**src/rtl/dm_cache_ctrl.sv**
```systemverilog
// Direct-mapped, write-through, no-write-allocate cache controller.
// A single request is captured in IDLE, looked up for one cycle, and any
// memory traffic (read refill or write-through) runs through MEM_REQ/MEM_WAIT.
// Every output is a register. The tag and data arrays are deliberately left unreset.
module dm_cache_ctrl #(
    parameter int ADDR_W  = 8,
    parameter int DATA_W  = 8,
    parameter int INDEX_W = 3
) (
    input  logic              clk,
    input  logic              rst,
    input  logic              req_valid,
    output logic              req_ready,
    input  logic              req_we,
    input  logic [ADDR_W-1:0] req_addr,
    input  logic [DATA_W-1:0] req_wdata,
    input  logic              flush,
    output logic              rsp_valid,
    output logic [DATA_W-1:0] rsp_rdata,
    output logic              rsp_hit,
    output logic              mem_req_valid,
    input  logic              mem_req_ready,
    output logic              mem_we,
    output logic [ADDR_W-1:0] mem_addr,
    output logic [DATA_W-1:0] mem_wdata,
    input  logic              mem_rsp_valid,
    input  logic [DATA_W-1:0] mem_rdata,
    output logic [15:0]       hit_count,
    output logic [15:0]       miss_count
);

    localparam int LINES = 2 ** INDEX_W;
    localparam int TAG_W = ADDR_W - INDEX_W;

    typedef enum logic [2:0] {
        IDLE,
        LOOKUP,
        MEM_REQ,
        MEM_WAIT,
        FLUSH
    } state_t;

    state_t r_state;
    state_t w_nextState;

    logic [LINES-1:0]  r_valid;
    logic [TAG_W-1:0]  r_tagMem  [LINES];
    logic [DATA_W-1:0] r_dataMem [LINES];

    logic              r_capWe;
    logic [ADDR_W-1:0] r_capAddr;
    logic [DATA_W-1:0] r_capWdata;
    logic              r_capHit;

    logic [INDEX_W-1:0] w_index;
    logic [TAG_W-1:0]   w_tag;
    logic               w_hit;
    logic               w_accept;
    logic               w_writeHit;
    logic               w_fill;

    assign w_index    = r_capAddr[INDEX_W-1:0];
    assign w_tag      = r_capAddr[ADDR_W-1:INDEX_W];
    assign w_hit      = r_valid[w_index] && (r_tagMem[w_index] == w_tag);
    assign w_accept   = (r_state == IDLE) && !flush && req_valid && req_ready;
    assign w_writeHit = (r_state == LOOKUP) && r_capWe && w_hit;
    assign w_fill     = (r_state == MEM_WAIT) && mem_rsp_valid && !r_capWe;

    // State register; reset abandons any in-flight memory transaction.
    always_ff @(posedge clk or posedge rst) begin
        if (rst) begin
            r_state <= IDLE;
        end else begin
            r_state <= w_nextState;
        end
    end

    // Next-state logic; flush takes priority over a pending request in IDLE.
    always_comb begin
        w_nextState = r_state;
        case (r_state)
            IDLE: begin
                if (flush) begin
                    w_nextState = FLUSH;
                end else if (req_valid && req_ready) begin
                    w_nextState = LOOKUP;
                end
            end
            LOOKUP: begin
                if (!r_capWe && w_hit) begin
                    w_nextState = IDLE;
                end else begin
                    w_nextState = MEM_REQ;
                end
            end
            MEM_REQ: begin
                if (mem_req_ready) begin
                    w_nextState = MEM_WAIT;
                end
            end
            MEM_WAIT: begin
                if (mem_rsp_valid) begin
                    w_nextState = IDLE;
                end
            end
            FLUSH: begin
                w_nextState = IDLE;
            end
            default: begin
                w_nextState = IDLE;
            end
        endcase
    end

    // Capture the accepted request; lookup and memory phases work from this copy.
    always_ff @(posedge clk or posedge rst) begin
        if (rst) begin
            r_capWe    <= 1'b0;
            r_capAddr  <= '0;
            r_capWdata <= '0;
            r_capHit   <= 1'b0;
        end else begin
            if (w_accept) begin
                r_capWe    <= req_we;
                r_capAddr  <= req_addr;
                r_capWdata <= req_wdata;
            end
            if (r_state == LOOKUP) begin
                r_capHit <= w_hit;
            end
        end
    end

    // Valid bits: cleared by reset or flush, set when a read refill lands.
    always_ff @(posedge clk or posedge rst) begin
        if (rst) begin
            r_valid <= '0;
        end else if (r_state == FLUSH) begin
            r_valid <= '0;
        end else if (w_fill) begin
            r_valid[w_index] <= 1'b1;
        end
    end

    // Tag and data arrays: write hits update data, read refills replace the whole line.
    always_ff @(posedge clk) begin
        if (w_writeHit) begin
            r_dataMem[w_index] <= r_capWdata;
        end
        if (w_fill) begin
            r_dataMem[w_index] <= mem_rdata;
            r_tagMem[w_index]  <= w_tag;
        end
    end

    // Registered request/response/memory outputs and saturating statistics.
    always_ff @(posedge clk or posedge rst) begin
        if (rst) begin
            req_ready     <= 1'b0;
            rsp_valid     <= 1'b0;
            rsp_rdata     <= '0;
            rsp_hit       <= 1'b0;
            mem_req_valid <= 1'b0;
            mem_we        <= 1'b0;
            mem_addr      <= '0;
            mem_wdata     <= '0;
            hit_count     <= '0;
            miss_count    <= '0;
        end else begin
            req_ready <= (w_nextState == IDLE) && !flush;
            rsp_valid <= 1'b0;
            case (r_state)
                LOOKUP: begin
                    if (w_hit) begin
                        if (hit_count != 16'hFFFF) begin
                            hit_count <= hit_count + 16'd1;
                        end
                    end else begin
                        if (miss_count != 16'hFFFF) begin
                            miss_count <= miss_count + 16'd1;
                        end
                    end
                    if (!r_capWe && w_hit) begin
                        rsp_valid <= 1'b1;
                        rsp_hit   <= 1'b1;
                        rsp_rdata <= r_dataMem[w_index];
                    end else begin
                        mem_req_valid <= 1'b1;
                        mem_we        <= r_capWe;
                        mem_addr      <= r_capAddr;
                        mem_wdata     <= r_capWe ? r_capWdata : '0;
                    end
                end
                MEM_REQ: begin
                    if (mem_req_ready) begin
                        mem_req_valid <= 1'b0;
                    end
                end
                MEM_WAIT: begin
                    if (mem_rsp_valid) begin
                        rsp_valid <= 1'b1;
                        rsp_hit   <= r_capWe ? r_capHit : 1'b0;
                        rsp_rdata <= r_capWe ? '0 : mem_rdata;
                    end
                end
                default: begin
                end
            endcase
        end
    end

endmodule

```
**config.mk**
```make
export PLATFORM = sky130hd
export DESIGN_NAME = dm_cache_ctrl
export DESIGN_NICKNAME = d
export VERILOG_FILES = /design/src/rtl/dm_cache_ctrl.sv
export SDC_FILE = /design/constraint.sdc
export NUM_CORES = 1
export LEC_CHECK = 0
export CAP_MARGIN = 20
export CORE_UTILIZATION = 60
export CTS_CLUSTER_DIAMETER = 40
export DETAILED_ROUTE_END_ITERATION = 12
export PLACE_DENSITY = 0.84
export RECOVER_POWER = 25
export SLEW_MARGIN = 25
export SYNTH_ARGS = -nofsm -noshare
export SYNTH_HDL_FRONTEND = slang
export SYNTH_SLANG_ARGS = --single-unit
```
**constraint.sdc**
```tcl
create_clock -name clk -period 5.9 [get_ports clk]
set_clock_uncertainty 0.2 [all_clocks]
set_input_delay 0.885 -clock clk [delete_from_list [all_inputs] [get_ports clk]]
set_output_delay 0.885 -clock clk [all_outputs]
set_load 0.02 [all_outputs]
```
==> results of run 1 <==
==> cells in the final DEF (no fill, tap or decap), drive strengths merged, types with 3 or more instances in the layout <==
cell type,Yosys,final
o21ai,17,17
clkdlybuf4s50,0,89
a221oi,12,12
clkbuf,16,24
inv,10,11
or2,3,3
nand2b,3,3
dfrtp,90,90
mux2,39,39
nand2,58,58
xor2,14,14
and2,4,4
and3,5,5
nor2,32,32
mux2i,25,25
o22ai,11,11
o221ai,3,3
a22o,10,10
a21oi,17,17
xnor2,18,18
a22oi,6,6
nand3,16,16
nor3,19,19
nor4,12,12
o21a,9,9
nand4,11,11
clkinv,0,5
buf,15,4
edfxtp,104,104
==> cell type report <==
| type | instances | area (um2) |
|---|---|---|
| well taps | 176 | 220 |
| inverters | 10 | 38.8 |
| clock inverters | 8 | 78.8 |
| fillers | 809 | 3520 |
| flip-flops and latches | 194 | 5380 |
| repair buffers | 95 | 941 |
| multi-input cells | 369 | 2620 |
| clock buffers | 24 | 493 |
==> worst min-delay path, cell delays in order (launching register included) <==
cell and delay (ns):
dfrtp_1 0.34, nand2_1 0.05, o21ai_0 0.07
==> per-stage QoR <==
stage / instances / power (uW) / utilization (%) / cell area (um2) / worst slack [ns]
3_3_place_gp: 844 / 3270 / 69.0 / 9180 / 1.59
6_report: 876 / 4460 / 73.5 / 9770 / 1.18
4_1_cts: 876 / 4430 / 73.3 / 9750 / 1.31
2_1_floorplan: 604 / 2830 / - / 8190 / 2.48
3_5_place_dp: 844 / 3320 / 69.0 / 9180 / 1.33
5_1_grt: 876 / 4640 / 73.5 / 9770 / 1.04
==> power by group through the flow <==
stage	combinational [uW]	sequential [uW]	clock, uW
finish	1390	1950	1120
global route	1490	1970	1180
CTS	1380	1940	1120
detailed placement	1360	1960	0
global placement	1320	1950	0
floorplan	867	1960	0
==> routing by layer <==
layer	share of wire [%]	wire, um	vias up	global-route usage [%]
met5	0	0	-	0
met1	42	8030	2778	41.6
met4	1.8	350	0	8.86
met2	47	9110	296	44.3
li1	-	-	2417	-
met3	9.0	1720	32	5.99
==> path summary, 6_finish.rpt <==
| path | cells after the start | slack, ns | end |
|---|---|---|---|
| worst max-delay path | 7 | 1.18 | r_dataMem[7][5] |
| max in group asynchronous | 3 | 2.98 | r_capAddr[0] |
| worst max register to register | 7 | 1.18 | r_dataMem[7][5] |
| min in group asynchronous | 2 | 1.15 | miss_count[1] |
| worst min register to register | 2 | 0.30 | r_capHit |
| worst min-delay path | 2 | 0.30 | r_capHit |
==> kinds of logic (layout without fill, tap and decap cells) <==
group / Yosys count / count (layout) / share of synthesized area, %
AOI/OAI and AO/OA: 93 / 93 / 8.14
xor gates and xnor gates: 32 / 32 / 3.42
adders and majority gates: 2 / 2 / 0.306
buffers and inverters: 41 / 137 / 2.55
DFF: 194 / 194 / 65.6
muxes: 66 / 66 / 9.34
and+or+nand+nor: 176 / 176 / 10.6
==> state kept, by name (all words and copies together), names as in the netlist, 3 cells and up <==
| name | cells |
|---|---|
| r_dataMem | 64 |
| r_tagMem | 40 |
| hit_count | 16 |
| miss_count | 16 |
| mem_addr | 8 |
| mem_wdata | 8 |
| r_capAddr | 8 |
| r_capWdata | 8 |
| r_valid | 8 |
| rsp_rdata | 8 |
| r_state | 3 |
==> reports/qor.txt, run 1 <==
launch point of the worst path = r_capAddr[2]
number of diodes = 0
Rel. slew slack = -19.7%
WHS = 0.303 ns
number of global-route vias before repair = 5445
Mapped Nets = 637
final hold vios = 0
switching pwr = 1540 uW
initial core utilization = 61.6%
status = finished with violations
Top delay family on crit path = simple AND/OR/NAND/NOR gates
Clock Latency Late Sink = 0.44 ns
Post-CTS Setup Bufs = 0
hold crit path type = reg2reg
Vias/cell = 6.30
detailed-router iteration count before antenna repair = 5
first-pass GRT wire length = 30400 um
Worst Max-Slew Pin Slew = 1.79 ns
num ports = 92
post-synthesis cell count = 604
clock power share = 25.2%
CP Buf/Inv Count = 0
Vias = 5523
asr flop ratio synth = 46.4%
PortBufs = 91
Critical-path top delay cell = nor3_1
P_leak = 0.00373 uW
register clock-pin slew on the reported worst setup and hold paths = 0.07 ns
GRT Util Overall = 28.8%
Post-synth EDFFs = 104
Final TNS setup = 0 ns
CTS Root Cell = clkbuf_16
sequential cell area fraction in the yosys report = 65.6%
Area contributors post-synth = edfxtp_1, dfrtp_1, mux2_2, mux2i_1, nand2_1
most frequent cells after synthesis = edfxtp_1, dfrtp_1, nand2_1
post-synthesis cell type count = 57
die area = 0.0141 mm2
FMAX = 0.212 GHz
Net count, final = 720
failing checks = max-capacitance violations, max-slew violations
CP Data Required Time = 5.75 ns
# setup viols final = 0
worst path cell trace = nand2b_1, o22ai_1, o21a_1, o221ai_2, nor4_1, a21oi_1, nor3_1
Gates resized, CTS repair = 0
Cell Int Power = 2920 uW
1st-iter DRT viols = 519
Synth warnings = 0
Sequential Power Share = 43.6%
CTS buffer count = 17
post-synth top area cell = edfxtp_1
most numerous cell in the Yosys netlist = edfxtp_1
share of cells above drive strength 1 = 12.9%
minimum clock period = 4.72 ns
Yosys top cell area share = 38.1%
Routed Antenna Nets = 0
dpl hpwl = 12800 um
Worst EP arrival = 4.57 ns
largest net degree at the start of global routing = 51
DRC = 0
CTS hold repair buffers = 0
row count = 42
CTS tree = built
PD cells = 456 mW/mm2
gpl congestion = 0.924
Max-cap violations = 1
critical hold path startpoint = r_capHit
synthesized cell area = 0.00819 mm2
core area = 0.0133 mm2
Final period util = 80.0%
crit end category = register
maximum vdd drop = 275 uV
synth-to-layout area growth = 19.3%
chip height = 119 um
Worst path max stage delay = 0.99 ns
Slew Limit Fails = 42
Routed WL per cell = 21.9 um
Remaining Overflow, GRT = 0
Switching Fraction = 34.5%
ys flop type = edfxtp_1
critical path type = reg2reg
WL final = 19200 um
Clock Path Buffers = 2
Max FO, Critical Path = 26
initial antenna violation count = 0
Comb power frac = 31.2%
RSZ-0062 raised after global routing = false
RR Startpoint = r_capAddr[2]
post-synthesis average cell area = 13.6 um2
Die X = 119 um
Startpoint Class = register
H-tree Lvls = 4
Yosys reg bits = 194
CTS Sinks = 194
Power figures use the tool's default switching activity.
==> inputs of run 2 (changes only) <==
--- a/config.mk
+++ b/config.mk
@@ -6,10 +6,10 @@
 export NUM_CORES = 1
 export LEC_CHECK = 0
 export CAP_MARGIN = 20
-export CORE_UTILIZATION = 60
+export CORE_UTILIZATION = 56
 export CTS_CLUSTER_DIAMETER = 40
 export DETAILED_ROUTE_END_ITERATION = 12
-export PLACE_DENSITY = 0.84
+export PLACE_DENSITY = 0.79
 export RECOVER_POWER = 25
 export SLEW_MARGIN = 25
 export SYNTH_ARGS = -nofsm -noshare
==> constraint.sdc (replaced) <==
create_clock -name clk -period 4.6 [get_ports clk]
set_clock_uncertainty 0.2 [all_clocks]
set_input_delay 0.69 -clock clk [delete_from_list [all_inputs] [get_ports clk]]
set_output_delay 0.69 -clock clk [all_outputs]
set_load 0.02 [all_outputs]
==> reports/qor.txt, run 2 (synthesis results as in run 1) <==
status = finished with violations
failing checks = max-capacitance violations, max-slew violations
maximum vdd drop = 361 uV
final hold vios = 0
worst reg-to-reg setup slack = 0.66 ns
critical hold path startpoint = r_valid[0]
Vias = 5460
CP Buf/Inv Count = 0
critical path type = reg2reg
Die X = 123 um
H-tree Lvls = 4
Gates resized, CTS repair = 0
Cell Int Power = 3810 uW
worst path cell trace = nand2b_1, o32ai_1, nor4_1, o221ai_2, or4_4, o31ai_4, mux2_4
Startpoint Class = register
Post-CTS Setup Bufs = 0
Net count, final = 731
Reg-to-Reg End = rsp_rdata[1]
largest net degree at the start of global routing = 40
row count = 43
initial antenna violation count = 0
Hold Path Sink = r_valid[0]
max FFs per register = 64
Max FO, Critical Path = 33
Comb power frac = 30.2%
DRC = 0
PD cells = 585 mW/mm2
CTS hold repair buffers = 0
core area = 0.0141 mm2
WL final = 18800 um
Worst Max-Slew Pin Slew = 2.00 ns
number of global-route vias before repair = 5388
Routed Antenna Nets = 0
register clock-pin slew on the reported worst setup and hold paths = 0.07 ns
Max-cap violations = 1
design area = 0.00988 mm2
switching pwr = 1970 uW
minimum clock period = 3.94 ns
register name with the most flops = r_dataMem
Routed WL per cell = 21.1 um
number of diodes = 0
Rel. slew slack = -33.3%
initial core utilization = 58.1%
CTS buffer count = 17
Clock Path Buffers = 2
die area = 0.0151 mm2
commonest non-fill, non-tap cell in the layout = edfxtp_1
gpl congestion = 0.858
fin cells = 891
Top delay family on crit path = simple AND/OR/NAND/NOR gates
hold crit path type = reg2reg
RR Startpoint = r_capAddr[1]
# setup viols final = 0
crit end category = register
PortBufs = 91
synth-to-layout area growth = 20.7%
first-pass GRT wire length = 30000 um
Sequential Power Share = 43.4%
FMAX = 0.254 GHz
Switching Fraction = 34.1%
Top Registers = r_dataMem: 64 flops, r_tagMem: 40 flops
Slew Limit Fails = 40
Clock Latency Late Sink = 0.44 ns
GRT Util Overall = 26.9%
1st-iter DRT viols = 553
Remaining Overflow, GRT = 0
most frequent cells in the layout = edfxtp_1, clkdlybuf4s50_1, dfrtp_1, nand2_1, nor2_1
Placed Instances = 859
worst-case reg-to-reg path depth = 7
RSZ-0062 raised after global routing = false
P_leak = 0.00379 uW
share of cells above drive strength 1 = 14.2%
CTS Root Cell = clkbuf_16
CP Data Required Time = 4.72 ns
Worst EP arrival = 4.06 ns
worst hold stages = 1
clock power share = 26.3%
Vias/cell = 6.13
Critical-path top delay cell = or4_4
detailed-router iteration count before antenna repair = 5
placed instance area = 0.00927 mm2
CTS tree = built
Final TNS setup = 0 ns
pre-CTS setup slack = 0.755 ns
dpl hpwl = 12600 um
num ports = 92
CTS Sinks = 194
post-route worst setup slack = 0.655 ns
chip height = 123 um
Final period util = 85.8%
Worst path max stage delay = 0.76 ns
[run 2: cell type report]
cell class	count	area (um2)
Inverter	10	38.8
Clock inverter	15	183
Fill cell	943	4220
Clock buffer	17	425
Sequential cell	194	5380
Multi-Input combinational cell	369	2620
Tap cell	180	225
Timing Repair Buffer	106	1020
[run 2: how the worst max path moves through the flow]
stage	from	endpoint	cells past startpoint
6_report	r_capAddr[1]	rsp_rdata[1]	7
2_1_floorplan	rst	hit_count[0]	1
5_1_grt	rst	miss_count[7]	3
4_1_cts	r_capAddr[1]	rsp_rdata[1]	7
3_5_place_dp	r_capAddr[0]	rsp_rdata[1]	7
3_3_place_gp	r_capAddr[0]	rsp_rdata[1]	7
[run 2: routing by layer]
metal  vias to the layer above  track usage (%)  share of wire [%]
met1                      2749             38.0                 43
met5                         -                0                  0
met2                       240             40.3                 48
met4                         0             9.91                2.0
met3                        33             7.33                7.8
li1                       2438                -                  -
[run 2: power by group through the flow]
stage | combinational, uW | sequential [uW] | clock (uW)
floorplan | 1110 | 2510 | 0
global placement | 1670 | 2520 | 0
detailed placement | 1710 | 2540 | 0
CTS | 1740 | 2500 | 1540
global route | 1880 | 2540 | 1600
finish | 1750 | 2510 | 1520
[run 2: through the flow]
step	power, uW	util, %	hold WS (ns)
finish	5780	70.1	0.289
detailed placement	4240	65.8	0.270
global route	6030	70.1	0.310
global placement	4190	65.7	0.263
CTS	5780	70.1	0.288
floorplan	3630	-	0.250
[run 2: worst register-to-register path, stage by stage (launching register included)]
cell      delay (ns)
dfrtp_1         0.72
nand2b_1        0.45
o32ai_1         0.20
nor4_1          0.30
o221ai_2        0.15
or4_4           0.76
o31ai_4         0.69
mux2_4          0.36
